### config.mk
export PLATFORM = sky130hd
export DESIGN_NAME = gpa_spi_multi_ser_flat
export DESIGN_NICKNAME = d
export VERILOG_FILES = /design/src/rtl/gpa_spi_multi_ser_if.sv /design/src/rtl/gpa_spi_multi_ser.sv /design/src/flat_wrapper.sv
export SDC_FILE = /design/constraint.sdc
export NUM_CORES = 1
export LEC_CHECK = 0
export ABC_CLOCK_PERIOD_IN_PS = 3100
export BUFFER_PORTS_ARGS = -buffer_cell sky130_fd_sc_hd__buf_2
export CAP_MARGIN = 20
export CORE_ASPECT_RATIO = 1.5
export CORE_UTILIZATION = 53
export DETAILED_ROUTE_END_ITERATION = 6
export MAX_ROUTING_LAYER = met4
export PLACE_DENSITY = 0.82
export SETUP_SLACK_MARGIN = 0.3
export SKIP_CTS_REPAIR_TIMING = 1
export SLEW_MARGIN = 20
export SYNTH_ARGS = -nofsm -noshare
export SYNTH_HDL_FRONTEND = slang
export SYNTH_SLANG_ARGS = --single-unit
### constraint.sdc
create_clock -name clk -period 3.1 [get_ports clk]
set_input_delay 0.155 -clock clk [delete_from_list [all_inputs] [get_ports clk]]
set_output_delay 0.155 -clock clk [all_outputs]
set_load 0.02 [all_outputs]
### src/rtl/gpa_spi_multi_ser_if.sv
// Bus bundle between the gradient memory core (master) and the SPI serialiser (slave).
interface gpa_spi_multi_ser_if #(
  parameter int CHANNELS = 4,
  parameter int WORD_W   = 24
);
  logic [CHANNELS*WORD_W-1:0] data_i;
  logic                       valid_i;
  logic                       busy_o;
  logic                       done_o;
  logic                       overrun_o;
  logic                       fhd_clk_o;
  logic                       fhd_sdo_o;
  logic                       fhd_ssn_o;
  logic                       fhd_sdi_i;
  logic [CHANNELS*WORD_W-1:0] rdata_o;

  modport master (
    output data_i, valid_i, fhd_sdi_i,
    input  busy_o, done_o, overrun_o, fhd_clk_o, fhd_sdo_o, fhd_ssn_o, rdata_o
  );

  modport slave (
    input  data_i, valid_i, fhd_sdi_i,
    output busy_o, done_o, overrun_o, fhd_clk_o, fhd_sdo_o, fhd_ssn_o, rdata_o
  );
endinterface

### src/rtl/gpa_spi_multi_ser.sv
// Multi-channel SPI serialiser: one chip-select frame per channel word, MSB first, SPI mode 1.
// Optional SDI readback is built only when GPA_SPI_READBACK_EN is defined.
//
// state | meaning
// IDLE  | waiting for valid_i
// SETUP | ssn low, sclk low, CLK_DIV cycles before the first edge
// SHIFT | WORD_W bit periods, sclk high then low, CLK_DIV cycles each
// HOLD  | ssn low, sclk low, LSB held for CLK_DIV cycles
// GAP   | ssn high for CS_GAP cycles, then next channel or finish
module gpa_spi_multi_ser #(
  parameter int CHANNELS = 4,
  parameter int WORD_W   = 24,
  parameter int CLK_DIV  = 2,
  parameter int CS_GAP   = 2
) (
  input logic                clk,
  input logic                rst_n,
  gpa_spi_multi_ser_if.slave bus
);
  localparam logic [2:0] S_IDLE  = 3'd0;
  localparam logic [2:0] S_SETUP = 3'd1;
  localparam logic [2:0] S_SHIFT = 3'd2;
  localparam logic [2:0] S_HOLD  = 3'd3;
  localparam logic [2:0] S_GAP   = 3'd4;

  localparam int CH_W    = (CHANNELS > 1) ? $clog2(CHANNELS) : 1;
  localparam int BIT_W   = $clog2(WORD_W);
  localparam int CNT_MAX = (2*CLK_DIV > CS_GAP) ? 2*CLK_DIV : CS_GAP;
  localparam int CNT_W   = $clog2(CNT_MAX);

  localparam logic [CNT_W-1:0] SETUP_LD = CNT_W'(CLK_DIV-1);
  localparam logic [CNT_W-1:0] BIT_LD   = CNT_W'(2*CLK_DIV-1);
  localparam logic [CNT_W-1:0] GAP_LD   = CNT_W'(CS_GAP-1);
  localparam logic [CNT_W-1:0] HALF     = CNT_W'(CLK_DIV);
  localparam logic [CNT_W-1:0] CNT_ONE  = CNT_W'(1);
  localparam logic [BIT_W-1:0] BIT_MSB  = BIT_W'(WORD_W-1);
  localparam logic [BIT_W-1:0] BIT_ONE  = BIT_W'(1);
  localparam logic [CH_W-1:0]  CH_LAST  = CH_W'(CHANNELS-1);
  localparam logic [CH_W-1:0]  CH_ONE   = CH_W'(1);

  logic [2:0]        state_q, state_d;
  logic [CNT_W-1:0]  cnt_q, cnt_d;
  logic [BIT_W-1:0]  bit_q, bit_d;
  logic [CH_W-1:0]   ch_q, ch_d;
  logic [WORD_W-1:0] shadow_q [CHANNELS];
  logic              load;
  logic              done_q, done_d;
  logic              ovr_q, ovr_d;
  logic              sclk_q, sclk_d;
  logic              sdo_q, sdo_d;
  logic              ssn_q, ssn_d;
  logic              busy_q, busy_d;

  always_comb begin
    state_d = state_q;
    cnt_d   = cnt_q;
    bit_d   = bit_q;
    ch_d    = ch_q;
    done_d  = 1'b0;
    ovr_d   = ovr_q;
    load    = 1'b0;
    case (state_q)
      S_IDLE: begin
        if (bus.valid_i) begin
          load    = 1'b1;
          ovr_d   = 1'b0;
          ch_d    = '0;
          cnt_d   = SETUP_LD;
          state_d = S_SETUP;
        end
      end
      S_SETUP: begin
        if (cnt_q == '0) begin
          state_d = S_SHIFT;
          cnt_d   = BIT_LD;
          bit_d   = BIT_MSB;
        end else begin
          cnt_d = cnt_q - CNT_ONE;
        end
      end
      S_SHIFT: begin
        if (cnt_q != '0) begin
          cnt_d = cnt_q - CNT_ONE;
        end else if (bit_q == '0) begin
          state_d = S_HOLD;
          cnt_d   = SETUP_LD;
        end else begin
          bit_d = bit_q - BIT_ONE;
          cnt_d = BIT_LD;
        end
      end
      S_HOLD: begin
        if (cnt_q == '0) begin
          state_d = S_GAP;
          cnt_d   = GAP_LD;
        end else begin
          cnt_d = cnt_q - CNT_ONE;
        end
      end
      S_GAP: begin
        if (cnt_q != '0) begin
          cnt_d = cnt_q - CNT_ONE;
        end else if (ch_q == CH_LAST) begin
          state_d = S_IDLE;
          done_d  = 1'b1;
        end else begin
          ch_d    = ch_q + CH_ONE;
          cnt_d   = SETUP_LD;
          state_d = S_SETUP;
        end
      end
      default: state_d = S_IDLE;
    endcase
    if (bus.valid_i && (state_q != S_IDLE)) ovr_d = 1'b1;

    // Pin outputs are registered from next-state so sclk/sdo/ssn change together and never glitch.
    sclk_d = (state_d == S_SHIFT) && (cnt_d >= HALF);
    sdo_d  = ((state_d == S_SHIFT) || (state_d == S_HOLD)) ? shadow_q[ch_d][bit_d] : 1'b0;
    ssn_d  = !((state_d == S_SETUP) || (state_d == S_SHIFT) || (state_d == S_HOLD));
    busy_d = (state_d != S_IDLE);
  end

  always_ff @(posedge clk or negedge rst_n) begin
    if (!rst_n) begin
      state_q <= S_IDLE;
      cnt_q   <= '0;
      bit_q   <= '0;
      ch_q    <= '0;
      done_q  <= 1'b0;
      ovr_q   <= 1'b0;
      sclk_q  <= 1'b0;
      sdo_q   <= 1'b0;
      ssn_q   <= 1'b1;
      busy_q  <= 1'b0;
      for (int k = 0; k < CHANNELS; k++) shadow_q[k] <= '0;
    end else begin
      state_q <= state_d;
      cnt_q   <= cnt_d;
      bit_q   <= bit_d;
      ch_q    <= ch_d;
      done_q  <= done_d;
      ovr_q   <= ovr_d;
      sclk_q  <= sclk_d;
      sdo_q   <= sdo_d;
      ssn_q   <= ssn_d;
      busy_q  <= busy_d;
      if (load) begin
        for (int k = 0; k < CHANNELS; k++) shadow_q[k] <= bus.data_i[k*WORD_W +: WORD_W];
      end
    end
  end

  assign bus.busy_o    = busy_q;
  assign bus.done_o    = done_q;
  assign bus.overrun_o = ovr_q;
  assign bus.fhd_clk_o = sclk_q;
  assign bus.fhd_sdo_o = sdo_q;
  assign bus.fhd_ssn_o = ssn_q;

`ifdef GPA_SPI_READBACK_EN
  logic [WORD_W-1:0]          rd_shift_q;
  logic [WORD_W-1:0]          rdata_q [CHANNELS];
  logic [CHANNELS*WORD_W-1:0] rdata_pk;
  logic                       sclk_fall;
  logic                       commit;

  // Readback word becomes visible only when the frame completes its HOLD phase.
  assign sclk_fall = sclk_q && !sclk_d;
  assign commit    = (state_q == S_HOLD) && (cnt_q == '0);

  always_ff @(posedge clk or negedge rst_n) begin
    if (!rst_n) begin
      rd_shift_q <= '0;
      for (int k = 0; k < CHANNELS; k++) rdata_q[k] <= '0;
    end else begin
      if (sclk_fall) rd_shift_q <= {rd_shift_q[WORD_W-2:0], bus.fhd_sdi_i};
      if (commit) rdata_q[ch_q] <= rd_shift_q;
    end
  end

  always_comb begin
    rdata_pk = '0;
    for (int k = 0; k < CHANNELS; k++) rdata_pk[k*WORD_W +: WORD_W] = rdata_q[k];
  end

  assign bus.rdata_o = rdata_pk;
`else
  assign bus.rdata_o = '0;
`endif
endmodule

### src/flat_wrapper.sv
// flat-port wrapper written by rule: the top's interface ports become plain ports
module gpa_spi_multi_ser_flat 
#(
  parameter int CHANNELS = 4,
  parameter int WORD_W   = 24,
  parameter int CLK_DIV  = 2,
  parameter int CS_GAP   = 2
)
  (clk, rst_n, bus_data_i, bus_valid_i, bus_fhd_sdi_i, bus_busy_o, bus_done_o, bus_overrun_o, bus_fhd_clk_o, bus_fhd_sdo_o, bus_fhd_ssn_o, bus_rdata_o);
  gpa_spi_multi_ser_if #(.CHANNELS(CHANNELS), .WORD_W(WORD_W)) bus_i ();
  input logic clk;
  input logic rst_n;
  input wire logic [$bits(bus_i.data_i)-1:0] bus_data_i;
  input wire logic [$bits(bus_i.valid_i)-1:0] bus_valid_i;
  input wire logic [$bits(bus_i.fhd_sdi_i)-1:0] bus_fhd_sdi_i;
  output wire logic [$bits(bus_i.busy_o)-1:0] bus_busy_o;
  output wire logic [$bits(bus_i.done_o)-1:0] bus_done_o;
  output wire logic [$bits(bus_i.overrun_o)-1:0] bus_overrun_o;
  output wire logic [$bits(bus_i.fhd_clk_o)-1:0] bus_fhd_clk_o;
  output wire logic [$bits(bus_i.fhd_sdo_o)-1:0] bus_fhd_sdo_o;
  output wire logic [$bits(bus_i.fhd_ssn_o)-1:0] bus_fhd_ssn_o;
  output wire logic [$bits(bus_i.rdata_o)-1:0] bus_rdata_o;
  assign bus_i.data_i = bus_data_i;
  assign bus_i.valid_i = bus_valid_i;
  assign bus_i.fhd_sdi_i = bus_fhd_sdi_i;
  assign bus_busy_o = bus_i.busy_o;
  assign bus_done_o = bus_i.done_o;
  assign bus_overrun_o = bus_i.overrun_o;
  assign bus_fhd_clk_o = bus_i.fhd_clk_o;
  assign bus_fhd_sdo_o = bus_i.fhd_sdo_o;
  assign bus_fhd_ssn_o = bus_i.fhd_ssn_o;
  assign bus_rdata_o = bus_i.rdata_o;
  gpa_spi_multi_ser #(.CHANNELS(CHANNELS), .WORD_W(WORD_W), .CLK_DIV(CLK_DIV), .CS_GAP(CS_GAP)) u_core (.clk(clk), .rst_n(rst_n), .bus(bus_i));
endmodule
==> results_dict.tcl <==
set metrics [dict create \
    ys_warn_count 0 \
    globalplace.congestion 0.943 \
    die_w_um 95.4 \
    dieHeight_um 142 \
    synth_edf_count 0 \
    vdd_ir_drop_max_mv 0.351 \
    cp.buffers_inverters 3 \
    clkPwrFrac 0.482 \
    yosys-top-cells-area "dfrtp_1, nand2_1, buf_4" \
    synth_area_um2 6940 \
    finalNonFillerCells 1253 \
    cts_max_path_buffers 2 \
    violations "hold timing" \
    synth_flop_cell "dfrtp_1" \
    critPathMaxFanout 9 \
    num_rows 50 \
    rsz0062_at_grt "false" \
    max_stage_delay_ps 370 \
    p_leak_uw 0.00459 \
    drv_slew 0 \
    cp_top_family "compound AO/OA/AOI/OAI gates" \
    intPower_uw 2980 \
    antenna_found_initial 0 \
    synthTopCellsByCount "nand2_1, dfrtp_1, buf_4, o21ai_0, nor2_1" \
    clock_sinks 114 \
    first_pass_iters 7 \
    switching_share 0.261 \
    fin_tns_setup_ps 0 \
    dp_slack_ps 123 \
    core_um2 12600 \
    hold_path.class "in2reg" \
    ioPinCount 202 \
    yosysTopAreaCell "dfrtp_1" \
    vias_per_cell 5.59 \
    slew_headroom 0.591 \
    dp_hpwl_mm 13.2 \
    yosysMostFrequentCell "nand2_1" \
    power.total_uw 4020 \
    worstPathArrival_ps 3050 \
    fmax_mhz 363 \
    worstSetupStartpointType "flop" \
    critPathCaptureType "flop" \
    cts_made_buffers 17 \
    clk_latency_ps 420 \
    finalSetupViolCount 0 \
    hold_violations 1 \
    grt_pass1_vias 5806 \
    drc 0 \
    finalCriticalPeriod_ps 2760 \
    wire_per_inst_um 17.6 \
    clock_skew_ps 12.8 \
    crit_required_ps 3390 \
    routed_wl_mm 22.1 \
    die_area_um2 13600 \
    critical-path-slowest-cell "dfrtp_1" \
    grt_usage 0.289 \
    status "finished, violations left" \
    pwr-share-seq 0.404 \
    grt-ovfl-total 0 \
    ys_seq_area_frac 0.411 \
    drv_cap 0 \
    yosysUniqueCellTypes 65 \
    cts_tree "done" \
    ant_nets 0 \
    pwr-share-comb 0.114 \
    area_growth_syn_to_layout_pct 30.8 \
    root_buffer "clkbuf_16" \
    synth_top_area_share 0.408 \
    grt_pass1_wl_mm 28.6 \
    clk_pin_slew_ps 60 \
    nets 1187 \
    path_class "reg2reg" \
    ys_ff_latch 114 \
    finish.utilization 0.718 \
    tightest_slew_ps 614 \
    setup_slack_ps 343 \
    synthCells 875 \
    start_util 0.549 \
    grt_max_degree 70 \
    place.detailed.instances 1113 \
    drive_gt1_frac 0.198 \
    hold_slack_ps -23.5 \
    diodes 0 \
    num_vias 7004 \
    fin_crit_sh 0.889 \
    io_buffers 104 \
    h-tree-depth 4 \
    synthArstFlopShare 1.00 \
    path_cells "inv_1, ha_4, and4bb_4, buf_6, buf_4, or3_1, o21ai_0, a22o_1, nor3_1, o311ai_2, a21oi_1, a221o_1" \
    powerDensity_nw_per_um2 444 \
    drtIter0Drc 753 \
    syn_area_per_cell_um2 7.93 \
    switchingPower_uw 1050 \
]
## final cells by class
type | count | area, um^2
Clock buffer | 20 | 457
Multi-Input combinational cell | 692 | 3530
Timing Repair Buffer | 243 | 1840
Tap cell | 156 | 195
Inverter | 16 | 60.1
Fill cell | 888 | 3560
Clock inverter | 12 | 134
Sequential cell | 114 | 2860
## layout by cell type (no fill, tap or decap), drive strengths merged, types with 4 or more instances in the layout
master,instances
or2,4
o21ai,43
a211oi,4
a221o,4
clkinv,5
nor3b,4
clkbuf,20
nand3,18
or3,8
dfrtp,113
clkinvlp,5
a21oi,16
mux2i,20
dlygate4sd3,95
buf,148
o221ai,5
o31ai,5
inv,16
nor3,29
nand2,313
o211ai,5
nor2,38
o22ai,6
conb,96
nand2b,6
o2111ai,8
o32a,4
nor2b,4
## per-stage QoR
| stage | area, um^2 | hold slack [ps] |
|---|---|---|
| after floorplan | 7290 | -141 |
| after global placement | 7300 | 198 |
| after detailed placement | 7300 | 203 |
| after CTS | 7890 | -223 |
| after global routing | 9070 | 4.05 |
| final | 9070 | -23.5 |
## cell families (layout without fill, tap and decap cells)
| kind of cell | count (synthesis) | after routing | synth area share |
|---|---|---|---|
| compound gates | 123 | 123 | 0.122 |
| xor+xnor | 2 | 2 | 0.00253 |
| fa+ha+maj | 3 | 3 | 0.00541 |
| buf+inv | 166 | 291 | 0.151 |
| flops | 114 | 114 | 0.411 |
| mux | 22 | 22 | 0.0321 |
| other cells | 1 | 96 | 0.000541 |
| simple gates | 444 | 446 | 0.274 |
## routing by layer
layer  share of wire  up-vias  track usage
met5               0        -            -
met4           0.077        0        0.189
met3           0.074      130       0.0337
met2            0.51      485        0.480
met1            0.34     3236        0.325
li1                -     3153            -
## final timing paths
check	start	to	slack [ps]	depth (start not counted)
max in group asynchronous	rst_n	u_core.shadow_q[87]	2030	3
worst max register to register	u_core.cnt_q[0]	u_core.bus.fhd_sdo_o	340	12
worst max-delay path	u_core.cnt_q[0]	u_core.bus.fhd_sdo_o	340	12
min in group asynchronous	rst_n	u_core.shadow_q[0]	300	2
worst min register to register	u_core.shadow_q[94]	u_core.shadow_q[94]	480	2
worst min-delay path	bus_data_i[28]	u_core.shadow_q[52]	-20	3
## worst reg2reg max path: stages (launching register included)
cell and delay (ps):
dfrtp_1 370, inv_1 70, ha_4 190, and4bb_4 230, buf_6 140, buf_4 180, or3_1 350, o21ai_0 120
a22o_1 230, nor3_1 80, o311ai_2 250, a21oi_1 130, a221o_1 290
## registers in the layout, indices dropped and copies added, names as in the netlist
| register | cells |
|---|---|
| u_core.shadow_q | 96 |
| u_core.bit_q | 5 |
| u_core.state_q | 3 |
| u_core.ch_q | 2 |
| u_core.cnt_q | 2 |
| u_core.bus.busy_o | 1 |
| u_core.bus.done_o | 1 |
| u_core.bus.fhd_clk_o | 1 |
| u_core.bus.fhd_sdo_o | 1 |
| u_core.bus.fhd_ssn_o | 1 |
| u_core.bus.overrun_o | 1 |
## power groups by stage
stage               Clock, uW  Sequential (uW)  Combinational [uW]
finish                   1940             1630                 459
global route             2010             1630                 500
CTS                      1940             1620                 349
detailed placement          0             1640                 345
global placement            0             1640                 337
floorplan                   0             1620                 314
No activity file was read; power rests on OpenSTA's default activity.
